--- src/rtl/cci_mpf_active_req_tracker_pkg.sv ---
// Shared configuration, types and the saturating count update for the active request tracker.
package cci_mpf_active_req_pkg;

  localparam int unsigned N_CHANNELS_DFLT        = 2;
  localparam int unsigned MAX_ACTIVE_REQS        = 1024;
  localparam int unsigned MAX_LINES_PER_REQ      = 4;
  localparam int unsigned ALMOST_FULL_SLACK_DFLT = 64;

  localparam int unsigned LW = $clog2(MAX_LINES_PER_REQ + 1);
  localparam int unsigned CW = $clog2(MAX_ACTIVE_REQS) + 1;
  // Sum width: holds cnt + lines - lines without wrap, top bit acts as sign.
  localparam int unsigned SW = CW + LW + 1;

  typedef logic [CW-1:0] t_active_cnt;
  typedef logic [LW-1:0] t_req_lines;

  typedef enum logic [1:0] {
    IDLE  = 2'd0,
    DRAIN = 2'd1,
    DONE  = 2'd2
  } t_drain_state;

  typedef struct packed {
    t_active_cnt cnt;
    logic        overflow;
    logic        underflow;
  } t_cnt_update;

  // Effective line count of one event: 0 when disabled, a 0 field counts as 1.
  function automatic t_req_lines eff_lines(input logic en, input t_req_lines lines);
    if (!en)             return '0;
    else if (lines == '0) return LW'(1);
    else                 return lines;
  endfunction

  // Next count with clamp at 0 and at all-ones, flagging which bound was hit.
  function automatic t_cnt_update sat_update(input t_active_cnt cnt,
                                             input logic        incr_en,
                                             input t_req_lines  incr_lines,
                                             input logic        decr_en,
                                             input t_req_lines  decr_lines);
    t_cnt_update upd;
    logic [SW-1:0] v_next;
    upd    = '0;
    v_next = SW'(cnt) + SW'(eff_lines(incr_en, incr_lines))
           - SW'(eff_lines(decr_en, decr_lines));
    if (v_next[SW-1]) begin
      upd.cnt       = '0;
      upd.underflow = 1'b1;
    end else if (|v_next[SW-2:CW]) begin
      upd.cnt      = '1;
      upd.overflow = 1'b1;
    end else begin
      upd.cnt = v_next[CW-1:0];
    end
    return upd;
  endfunction

endpackage

--- src/rtl/cci_mpf_active_req_tracker_if.sv ---
// Bundle of per-channel request/response events, drain handshake and status.
interface cci_mpf_active_req_tracker_if
  import cci_mpf_active_req_pkg::*;
#(
  parameter int unsigned N_CHANNELS = N_CHANNELS_DFLT
) ();

  logic [N_CHANNELS-1:0]    incrEn;
  logic [N_CHANNELS*LW-1:0] incrLines;
  logic [N_CHANNELS-1:0]    decrEn;
  logic [N_CHANNELS*LW-1:0] decrLines;
  logic                     drainReq;
  logic                     blockNew;
  logic                     drainAck;
  logic [N_CHANNELS-1:0]    notEmpty;
  logic [N_CHANNELS-1:0]    almostFull;
  logic [N_CHANNELS*CW-1:0] activeCnt;
  logic [N_CHANNELS-1:0]    errOverflow;
  logic [N_CHANNELS-1:0]    errUnderflow;

  // AFU / MPF side that generates traffic
  modport master (
    output incrEn, incrLines, decrEn, decrLines, drainReq,
    input  blockNew, drainAck, notEmpty, almostFull, activeCnt,
           errOverflow, errUnderflow
  );

  // Tracker side
  modport slave (
    input  incrEn, incrLines, decrEn, decrLines, drainReq,
    output blockNew, drainAck, notEmpty, almostFull, activeCnt,
           errOverflow, errUnderflow
  );

endinterface

--- src/rtl/cci_mpf_active_req_tracker_counter.sv ---
// Single-channel in-flight line counter with registered flags and sticky errors.
module cci_mpf_active_req_counter
  import cci_mpf_active_req_pkg::*;
#(
  parameter int unsigned AF_THRESH = MAX_ACTIVE_REQS - ALMOST_FULL_SLACK_DFLT
) (
  input  logic        clk,
  input  logic        reset_n,
  input  logic        i_incr_en,
  input  t_req_lines  i_incr_lines,
  input  logic        i_decr_en,
  input  t_req_lines  i_decr_lines,
  output t_active_cnt o_cnt,
  output logic        o_not_empty,
  output logic        o_almost_full,
  output logic        o_err_overflow,
  output logic        o_err_underflow
);

  t_cnt_update w_upd;
  t_active_cnt r_cnt;
  logic        r_not_empty;
  logic        r_almost_full;
  logic        r_err_overflow;
  logic        r_err_underflow;

  // Combined increment/decrement for this cycle
  always_comb begin
    w_upd = sat_update(r_cnt, i_incr_en, i_incr_lines, i_decr_en, i_decr_lines);
  end

  // Count and flags are registered from the same next value, so they move together
  always_ff @(posedge clk or negedge reset_n) begin
    if (!reset_n) begin
      r_cnt           <= '0;
      r_not_empty     <= 1'b0;
      r_almost_full   <= 1'b0;
      r_err_overflow  <= 1'b0;
      r_err_underflow <= 1'b0;
    end else begin
      r_cnt           <= w_upd.cnt;
      r_not_empty     <= (w_upd.cnt != '0);
      r_almost_full   <= (w_upd.cnt >= CW'(AF_THRESH));
      r_err_overflow  <= r_err_overflow  | w_upd.overflow;
      r_err_underflow <= r_err_underflow | w_upd.underflow;
    end
  end

  assign o_cnt           = r_cnt;
  assign o_not_empty     = r_not_empty;
  assign o_almost_full   = r_almost_full;
  assign o_err_overflow  = r_err_overflow;
  assign o_err_underflow = r_err_underflow;

endmodule

--- src/rtl/cci_mpf_active_req_tracker.sv ---
// N-channel active request tracker: per-channel counters plus the drain handshake FSM.
module cci_mpf_active_req_tracker
  import cci_mpf_active_req_pkg::*;
#(
  parameter int unsigned N_CHANNELS        = N_CHANNELS_DFLT,
  parameter int unsigned ALMOST_FULL_SLACK = ALMOST_FULL_SLACK_DFLT
) (
  input logic                         clk,
  input logic                         reset_n,
  cci_mpf_active_req_tracker_if.slave bus
);

  logic [N_CHANNELS-1:0] w_not_empty;
  logic                  w_all_empty;
  logic                  w_incr_any;
  t_drain_state          r_state;
  t_drain_state          w_state_nxt;
  logic                  w_block_new_nxt;
  logic                  w_drain_ack_nxt;
  logic                  r_block_new;
  logic                  r_drain_ack;

  for (genvar g = 0; g < N_CHANNELS; g++) begin : g_chan
    cci_mpf_active_req_counter #(
      .AF_THRESH (MAX_ACTIVE_REQS - ALMOST_FULL_SLACK)
    ) u_counter (
      .clk             (clk),
      .reset_n         (reset_n),
      .i_incr_en       (bus.incrEn[g]),
      .i_incr_lines    (bus.incrLines[g*LW +: LW]),
      .i_decr_en       (bus.decrEn[g]),
      .i_decr_lines    (bus.decrLines[g*LW +: LW]),
      .o_cnt           (bus.activeCnt[g*CW +: CW]),
      .o_not_empty     (w_not_empty[g]),
      .o_almost_full   (bus.almostFull[g]),
      .o_err_overflow  (bus.errOverflow[g]),
      .o_err_underflow (bus.errUnderflow[g])
    );
  end

  // Quiescence is judged on registered counts; a same-cycle increment vetoes it
  assign w_all_empty = &(~w_not_empty);
  assign w_incr_any  = |bus.incrEn;

  // Drain FSM next state and next output values
  always_comb begin
    w_state_nxt     = r_state;
    w_block_new_nxt = 1'b0;
    w_drain_ack_nxt = 1'b0;
    unique case (r_state)
      IDLE: begin
        if (bus.drainReq) w_state_nxt = DRAIN;
      end
      DRAIN: begin
        if (!bus.drainReq)                   w_state_nxt = IDLE;
        else if (w_all_empty && !w_incr_any) w_state_nxt = DONE;
      end
      DONE: begin
        if (!bus.drainReq)   w_state_nxt = IDLE;
        else if (w_incr_any) w_state_nxt = DRAIN;
      end
      default: w_state_nxt = IDLE;
    endcase
    w_block_new_nxt = (w_state_nxt != IDLE);
    w_drain_ack_nxt = (w_state_nxt == DONE);
  end

  // State and handshake outputs
  always_ff @(posedge clk or negedge reset_n) begin
    if (!reset_n) begin
      r_state     <= IDLE;
      r_block_new <= 1'b0;
      r_drain_ack <= 1'b0;
    end else begin
      r_state     <= w_state_nxt;
      r_block_new <= w_block_new_nxt;
      r_drain_ack <= w_drain_ack_nxt;
    end
  end

  assign bus.notEmpty = w_not_empty;
  assign bus.blockNew = r_block_new;
  assign bus.drainAck = r_drain_ack;

endmodule

--- src/flat_wrapper.sv ---
// flat-port wrapper written by rule: the top's interface ports become plain ports
module cci_mpf_active_req_tracker_flat import cci_mpf_active_req_pkg::*;
#(
  parameter int unsigned N_CHANNELS        = N_CHANNELS_DFLT,
  parameter int unsigned ALMOST_FULL_SLACK = ALMOST_FULL_SLACK_DFLT
)
  (clk, reset_n, bus_incrEn, bus_incrLines, bus_decrEn, bus_decrLines, bus_drainReq, bus_blockNew, bus_drainAck, bus_notEmpty, bus_almostFull, bus_activeCnt, bus_errOverflow, bus_errUnderflow);
  cci_mpf_active_req_tracker_if #(.N_CHANNELS(N_CHANNELS)) bus_i ();
  input logic clk;
  input logic reset_n;
  input wire logic [$bits(bus_i.incrEn)-1:0] bus_incrEn;
  input wire logic [$bits(bus_i.incrLines)-1:0] bus_incrLines;
  input wire logic [$bits(bus_i.decrEn)-1:0] bus_decrEn;
  input wire logic [$bits(bus_i.decrLines)-1:0] bus_decrLines;
  input wire logic [$bits(bus_i.drainReq)-1:0] bus_drainReq;
  output wire logic [$bits(bus_i.blockNew)-1:0] bus_blockNew;
  output wire logic [$bits(bus_i.drainAck)-1:0] bus_drainAck;
  output wire logic [$bits(bus_i.notEmpty)-1:0] bus_notEmpty;
  output wire logic [$bits(bus_i.almostFull)-1:0] bus_almostFull;
  output wire logic [$bits(bus_i.activeCnt)-1:0] bus_activeCnt;
  output wire logic [$bits(bus_i.errOverflow)-1:0] bus_errOverflow;
  output wire logic [$bits(bus_i.errUnderflow)-1:0] bus_errUnderflow;
  assign bus_i.incrEn = bus_incrEn;
  assign bus_i.incrLines = bus_incrLines;
  assign bus_i.decrEn = bus_decrEn;
  assign bus_i.decrLines = bus_decrLines;
  assign bus_i.drainReq = bus_drainReq;
  assign bus_blockNew = bus_i.blockNew;
  assign bus_drainAck = bus_i.drainAck;
  assign bus_notEmpty = bus_i.notEmpty;
  assign bus_almostFull = bus_i.almostFull;
  assign bus_activeCnt = bus_i.activeCnt;
  assign bus_errOverflow = bus_i.errOverflow;
  assign bus_errUnderflow = bus_i.errUnderflow;
  cci_mpf_active_req_tracker #(.N_CHANNELS(N_CHANNELS), .ALMOST_FULL_SLACK(ALMOST_FULL_SLACK)) u_core (.clk(clk), .reset_n(reset_n), .bus(bus_i));
endmodule
--- config.mk ---
export PLATFORM = sky130hd
export DESIGN_NAME = cci_mpf_active_req_tracker_flat
export DESIGN_NICKNAME = d
export VERILOG_FILES = /design/src/rtl/cci_mpf_active_req_tracker_pkg.sv /design/src/rtl/cci_mpf_active_req_tracker_if.sv /design/src/rtl/cci_mpf_active_req_tracker_counter.sv /design/src/rtl/cci_mpf_active_req_tracker.sv /design/src/flat_wrapper.sv
export SDC_FILE = /design/constraint.sdc
export NUM_CORES = 1
export LEC_CHECK = 0
export ABC_AREA = 1
export ABC_CLOCK_PERIOD_IN_PS = 2800
export CAP_MARGIN = 20
export CORE_MARGIN = 2
export CORE_UTILIZATION = 45
export CTS_CLUSTER_SIZE = 8
export DETAILED_ROUTE_END_ITERATION = 6
export PLACE_DENSITY = 0.68
export SETUP_SLACK_MARGIN = 0.1
export SKIP_CTS_REPAIR_TIMING = 1
export SYNTH_ARGS = -nofsm -noshare
export SYNTH_HDL_FRONTEND = slang
export SYNTH_SLANG_ARGS = --single-unit
--- constraint.sdc ---
create_clock -name clk -period 2.8 [get_ports clk]
set_input_delay 0.84 -clock clk [delete_from_list [all_inputs] [get_ports clk]]
set_output_delay 0.84 -clock clk [all_outputs]
set_load 0.05 [all_outputs]
==> results of run 1 <==
==> cells in the mapped netlist <==
| library cell | count | area, µm² |
|---|---|---|
| a21oi_2 | 2 | 17.5 |
| o21ai_1 | 1 | 5.00 |
| o21bai_1 | 3 | 22.5 |
| fa_1 | 6 | 120 |
| nor2_2 | 2 | 12.5 |
| o32ai_1 | 2 | 17.5 |
| xor2_1 | 7 | 61.3 |
| nand4_1 | 10 | 62.6 |
| inv_2 | 1 | 3.75 |
| dfrtp_1 | 34 | 851 |
| nor2_1 | 37 | 139 |
| nand3_2 | 4 | 40.0 |
| a21oi_1 | 8 | 40.0 |
| nand2_2 | 6 | 37.5 |
| buf_4 | 8 | 60.1 |
| nand3b_1 | 3 | 22.5 |
| buf_6 | 2 | 22.5 |
| o21a_1 | 3 | 22.5 |
| o21ai_0 | 2 | 10.0 |
| o22ai_1 | 1 | 6.26 |
| a21oi_4 | 1 | 16.3 |
| nand3_1 | 35 | 175 |
| nand2_1 | 162 | 608 |
| or2_2 | 4 | 25.0 |
| a21o_1 | 2 | 15.0 |
| inv_1 | 112 | 420 |
| ha_1 | 28 | 350 |
==> layer usage <==
layer | share of wire | vias up
met5 | 0 | -
met4 | 0.016 | 0
met3 | 0.032 | 12
met2 | 0.52 | 60
met1 | 0.43 | 1513
li1 | - | 1649
==> through the flow <==
step | setup slack, ns | util | instances | setup TNS, ns
floorplan | -0.0349 | - | 486 | -0.0349
global route | -0.134 | 0.654 | 674 | -0.417
CTS | -0.633 | 0.616 | 666 | -11.39
finish | -0.0518 | 0.654 | 674 | -0.0518
detailed placement | -0.944 | 0.605 | 659 | -20.39
global placement | -0.831 | 0.605 | 659 | -18.56
==> state kept, by name, summed over array words and instances (netlist names) <==
signal                                   count
u_core.g_chan.u_counter.o_almost_full        2
u_core.r_state                               2
u_core.bus.drainAck                          1
u_core.bus.blockNew                          1
u_core.g_chan.u_counter.o_err_overflow       2
u_core.g_chan.u_counter.o_cnt               22
u_core.g_chan.u_counter.o_err_underflow      2
u_core.g_chan.u_counter.o_not_empty          2
==> final timing paths <==
kind                       slack (ns)                                 startpoint                                   endpoint
max                             -0.05                           bus_decrLines[1]     u_core.g_chan[0].u_counter.o_not_empty
min                              0.46  u_core.g_chan[1].u_counter.o_err_overflow  u_core.g_chan[1].u_counter.o_err_overflow
max reg2reg                      0.31        u_core.g_chan[1].u_counter.o_cnt[2]     u_core.g_chan[1].u_counter.o_not_empty
min reg2reg                      0.46  u_core.g_chan[1].u_counter.o_err_overflow  u_core.g_chan[1].u_counter.o_err_overflow
max in group asynchronous        1.51                                    reset_n        u_core.g_chan[0].u_counter.o_cnt[7]
min in group asynchronous        0.97                                    reset_n        u_core.g_chan[1].u_counter.o_cnt[6]
==> cell usage in the layout (no fill, tap or decap), types with 2 or more instances in the layout <==
cell type        synthesis  layout
o21ai_2                  0       2
ha_1                    28      22
nand3_2                  4      15
xor2_1                   7       7
nand3b_1                 3       3
a21o_1                   2       2
nand3_4                  0       4
o21a_1                   3       3
o32ai_1                  2       2
buf_4                    8      41
o21bai_1                 3       3
clkdlybuf4s50_1          0      34
nor2_4                   0       2
a21oi_1                  8       8
clkbuf_8                 0       5
inv_1                  112      97
or2_2                    4       4
a21oi_2                  2       2
clkinv_2                 0       2
buf_8                    0       2
nand4_1                 10      10
nor2_1                  37      31
nand3_1                 35      21
fa_1                     6       2
fa_2                     0       4
nand2_4                  0       5
buf_6                    2       8
nand2_2                  6      30
dfrtp_1                 34      34
nand2_1                162     133
clkbuf_2                 0       6
ha_4                     0       6
inv_2                    1      15
dlymetal6s2s_1           0       3
nor2_2                   2       6
==> critical path: cells and delay by family <==
kind / cells / cell delay (ns)
buffers and inverters: 4 / 0.27
and+or+nand+nor: 8 / 0.83
AOI/OAI and AO/OA: 1 / 0.19
adders and majority gates: 2 / 0.88
==> layout make-up <==
cell class | count | area share
sequential | 34 | 0.190
clock inverter | 2 | 0.00224
timing repair buffer | 94 | 0.187
inverter | 113 | 0.0961
multi-input combinational | 330 | 0.482
tap | 96 | 0.0269
clock buffer | 5 | 0.0154
==> kinds of logic after synthesis <==
kind of cell               count (synthesis)  share of synthesized area
xor gates and xnor gates                   7                     0.0193
adders and majority gates                 34                      0.148
DFF                                       34                      0.267
buffers and inverters                    123                      0.159
and+or+nand+nor                          263                      0.352
AOI/OAI and AO/OA                         25                     0.0542
==> run metrics, run 1 <==
post-layout instance area approximately 0.0045 mm²; fin. max-slew vios 0; post-synthesis sequential area ratio 0.267; Net count, final 631; endpoints failing setup 1; share of cells above drive strength 1 0.279; antenna violations before repair 0; Mapped Nets about 540; status complete, but fails checks; CP max-delay cell fa_2; first-pass GRT wire length ~13 mm; Final WS setup -0.0518 ns; CTS max path bufs 2; Initial Util 0.466; failing checks negative setup slack; num rows 30; vias in the first global route 3177; DRT antenna net count 0; WP data required between 2 and 3 ns; storage element area 851 µm²; met1 usage 0.258; count of buffers from port buffering 50; fmax ~350 MHz; GR Util met2 0.384; hold path depth 1; Die W 88.1 µm; number of max-cap violations 0; Critical Path Source Type primary input; Hold Path Class reg2reg; crit-path cells buf_8 > nand2_2 > inv_2 > fa_2 > inv_2 > ha_4 > nand3_2 > nand3_2 > nand3_2 > nand4_1 > nand2_1 > o21ai_2 > inv_2 > nor2_4 > nand3_2; Vias between 3000 and 4000; max_slew headroom 0.657; max incr delay on CP between 0.6 and 0.7 ns; pin count of the biggest net entering global routing 35; maximum fanout along the worst path 5; DIE AREA approximately 0.0078 mm²; met3 Use GR 0.0330; Avg Cell Area, Syn between 6 and 7 µm²; clk sinks 34; mapped cell area ~0.0032 mm²; CTS tree yes; clock buffer count from CTS 5; Syn-to-layout area delta 40.3%; placed cell area 0.00413 mm²; endpoints failing hold 0; fin crit share 1.02; Worst Path Arrival 3.03 ns; chip height around 88 µm; Worst R2R Path Depth 12; Worst setup EP type flip-flop; post-layout minimum cycle time about 2.9 ns; Post-Synthesis Cells between 400 and 500; Worst Tran Pin Value approximately 0.51 ns; diode count 0; global route hottest layer met2; Final GP Congestion between 0.9 and 1; post-detail-place hpwl between 6 and 7 mm; Crit Path Class in2reg; Congestion Overflow GR 0; I/O pin count between 50 and 60; Fin Clk Skew 0.0102 ns; fill count 600; drc violations 0; CP most frequent cell nand3_2; htree depth 2; Vias/cell around 4.8; WL/cell roughly 12 µm; clk_lat worst skew between 0.2 and 0.3 ns; drt pass-1 iters 4; GRT Util Overall 0.213; Yosys Warn Count 0; final wirelength between 8 and 9 mm; synthesized flop and latch total 34; clk root buf clkbuf_8; DRT iter0 DRCs 206; Hold Slack approximately 0.46 ns; core area 0.00683 mm²; RSZ-0062 raised after global routing true; Multi-input gate area about 0.0022 mm²; CTS clk-pin slew, worst paths around 0.070 ns; post-synthesis cell type count 27
Power of run 1 is not shown: default switching activity piles up to over one toggle a cycle in this logic, so the estimate is an artifact.
==> run 2, diff against run 1 <==
--- a/config.mk
+++ b/config.mk
@@ -10,9 +10,9 @@
 export CAP_MARGIN = 20
 export CORE_MARGIN = 2
 export CORE_UTILIZATION = 45
-export CTS_CLUSTER_SIZE = 8
+export CTS_CLUSTER_SIZE = 12
 export DETAILED_ROUTE_END_ITERATION = 6
-export PLACE_DENSITY = 0.68
+export PLACE_DENSITY = 0.79
 export SETUP_SLACK_MARGIN = 0.1
 export SKIP_CTS_REPAIR_TIMING = 1
 export SYNTH_ARGS = -nofsm -noshare
==> run 2 against run 1 <==
Compared with the run above: the run still ends with negative setup slack left; global-route usage rose by 0.063 points; die area did not move; first-iteration DRC count rose by 20%; worst setup slack got worse by 0.015 ns; register-to-register slack got worse by 0.08 ns; maximum frequency fell by 0.53%; wire length rose by 15%; highest routed layer unchanged; clock-buffer cell count rose by 1; clock skew fell by 0.0033 ns; hold slack improved by 0.0058 ns; via count rose by 5.3%.
==> run metrics, run 2 (same netlist as run 1, synthesis figures left out) <==
number of max-cap violations 0 (unchanged); CTS clk-pin slew, worst paths 0.07 ns (about the same); Critical Path Source Type primary input (unchanged); Fin Clk Skew 0.00691 ns (was 0.0102 ns); failing checks negative setup slack (unchanged); Worst setup EP type flip-flop (unchanged); vias in the first global route 3060 (was 3177); clock buffer count from CTS 5 (unchanged); clk sinks 34 (unchanged); crit-path cells buf_8 > nor2_4 > o21a_1 > ha_1 > inv_2 > ha_4 > inv_2 > fa_2 > inv_2 > nand3_2 > nand3_4 > nand2_4 > nand2_4 > nand2_1 > nand2_1 > nand2_2 > nand2_2 > nand2_1 > nor2_1 > nand3_1 (was buf_8 > nand2_2 > inv_2 > fa_2 > inv_2 > ha_4 > nand3_2 > nand3_2 > nand3_2 > nand4_1 > nand2_1 > o21ai_2 > inv_2 > nor2_4 > nand3_2); CP delay by family, top simple AND/OR/NAND/NOR gates (was adder cells); Hold Slack 0.464 ns (was 0.459 ns); post-detail-place hpwl 6.30 mm (was 6.23 mm); htree depth 2 (unchanged); Place WS -0.767 ns (was -0.944 ns); endpoints failing setup 4 (was 1); pin count of the biggest net entering global routing 35 (unchanged); first-pass GRT wire length 13.2 mm (about the same); Worst Tran Pin Value 0.527 ns (was 0.513 ns); Worst Path Buf+Inv 4 (unchanged); endpoints failing hold 0 (unchanged); Syn-to-layout area delta 49.5% (was 40.3%); Net count, final 636 (was 631); clk_lat worst skew 0.29 ns (about the same); share of cells above drive strength 1 0.346 (was 0.279); RSZ-0062 raised after global routing true (unchanged); Vias/cell 5.01 (was 4.80); Largest register FFs 22 (unchanged); most frequent cells in the layout nand2_1, inv_1, clkdlybuf4s50_1, dfrtp_1, nand2_2 (was nand2_1, inv_1, buf_4); chip height 88.1 µm (unchanged); num rows 30 (unchanged); CTS max path bufs 2 (unchanged); max_slew headroom 0.647 (was 0.657); WP data required 2.98 ns (about the same); DRT antenna net count 0 (unchanged); Hold Path Class reg2reg (unchanged); antenna violations before repair 0 (unchanged); WL/cell 13.8 µm (was 12.1 µm); I/O pin count 51 (unchanged); max incr delay on CP 0.38 ns (was 0.61 ns); leading cell type in the layout, fill and taps excluded nand2_1 (unchanged); status complete, but fails checks (unchanged); count of buffers from port buffering 50 (unchanged); post-layout minimum cycle time 2.87 ns (was 2.85 ns); fmax 349 MHz (was 351 MHz); Congestion Overflow GR 0 (unchanged); post-layout instance area 0.00476 mm² (was 0.00447 mm²); drt pass-1 iters 4 (unchanged); setup_tns -0.147 ns (was -0.0518 ns); DIE AREA 0.00777 mm² (unchanged); Initial Util 0.466 (unchanged); drc violations 0 (unchanged); Worst Path Arrival 3.05 ns (was 3.03 ns); Vias 3407 (was 3234); DRT iter0 DRCs 248 (was 206); GRT Util Overall 0.214 (was 0.213); CP max-delay cell fa_2 (unchanged); Final GP Congestion 0.878 (was 0.910); Die W 88.1 µm (unchanged); maximum fanout along the worst path 3 (was 5); fin. max-slew vios 0 (unchanged); Crit Path Class in2reg (unchanged); Final WS setup -0.0670 ns (was -0.0518 ns); CTS tree yes (unchanged); diode count 0 (unchanged); placed cell area 0.00415 mm² (was 0.00413 mm²); final wirelength 9.40 mm (was 8.17 mm); clk root buf clkbuf_8 (unchanged); core area 0.00683 mm² (unchanged); fin crit share 1.02 (about the same)
run 2: cell count changes in the layout (fill, tap and decap cells not counted), moves of 3 or more:
cell | before | now
nand3_1 | 21 | 18
inv_2 | 15 | 29
buf_6 | 8 | 25
inv_1 | 97 | 83
nand3_4 | 4 | 8
nand2_4 | 5 | 18
nand2_1 | 133 | 118
buf_4 | 41 | 27
run 2: final timing paths:
kind	from	endpoint	slack, ns	cells past startpoint
setup / recovery	bus_decrLines[4]	u_core.g_chan[1].u_counter.o_not_empty	-0.07	20
hold / removal	u_core.r_state[1]	u_core.bus.blockNew	0.46	1
setup reg to reg	u_core.g_chan[1].u_counter.o_cnt[1]	u_core.g_chan[1].u_counter.o_almost_full	0.23	13
hold reg to reg	u_core.r_state[1]	u_core.bus.blockNew	0.46	1
max in group asynchronous	reset_n	u_core.g_chan[0].u_counter.o_cnt[2]	1.53	2
min in group asynchronous	reset_n	u_core.g_chan[0].u_counter.o_cnt[10]	0.95	2
run 2: cell type report:
type                            count  area [µm²]
Tap cell                           96         120
Timing Repair inverter              1        6.26
Fill cell                         519        2070
Clock buffer                        6        82.6
Timing Repair Buffer               98         940
Sequential cell                    34         851
Multi-Input combinational cell    330        2320
Inverter                          113         429
Clock inverter                      2        12.5
run 2: per-layer routing:
| layer | track usage | wire length [µm] |
|---|---|---|
| met5 | 0 | 0 |
| met4 | 0.0675 | 152 |
| met3 | 0.0405 | 506 |
| met2 | 0.344 | 4620 |
| met1 | 0.293 | 4130 |
run 2: through the flow:
stage | instances | utilization
after floorplan | 486 | -
after global placement | 661 | 0.607
after detailed placement | 661 | 0.607
after CTS | 669 | 0.621
after global routing | 680 | 0.697
final | 680 | 0.697
run 2: worst reg2reg max path, delay by kind of cell, from the launching register on:
| kind | cells | cell delay (ns) |
|---|---|---|
| adders and majority gates | 2 | 0.84 |
| and+or+nand+nor | 7 | 0.79 |
| buffers and inverters | 3 | 0.39 |
| DFF | 1 | 0.38 |
| AOI/OAI and AO/OA | 1 | 0.11 |
Power of run 2 is left out for the same reason.
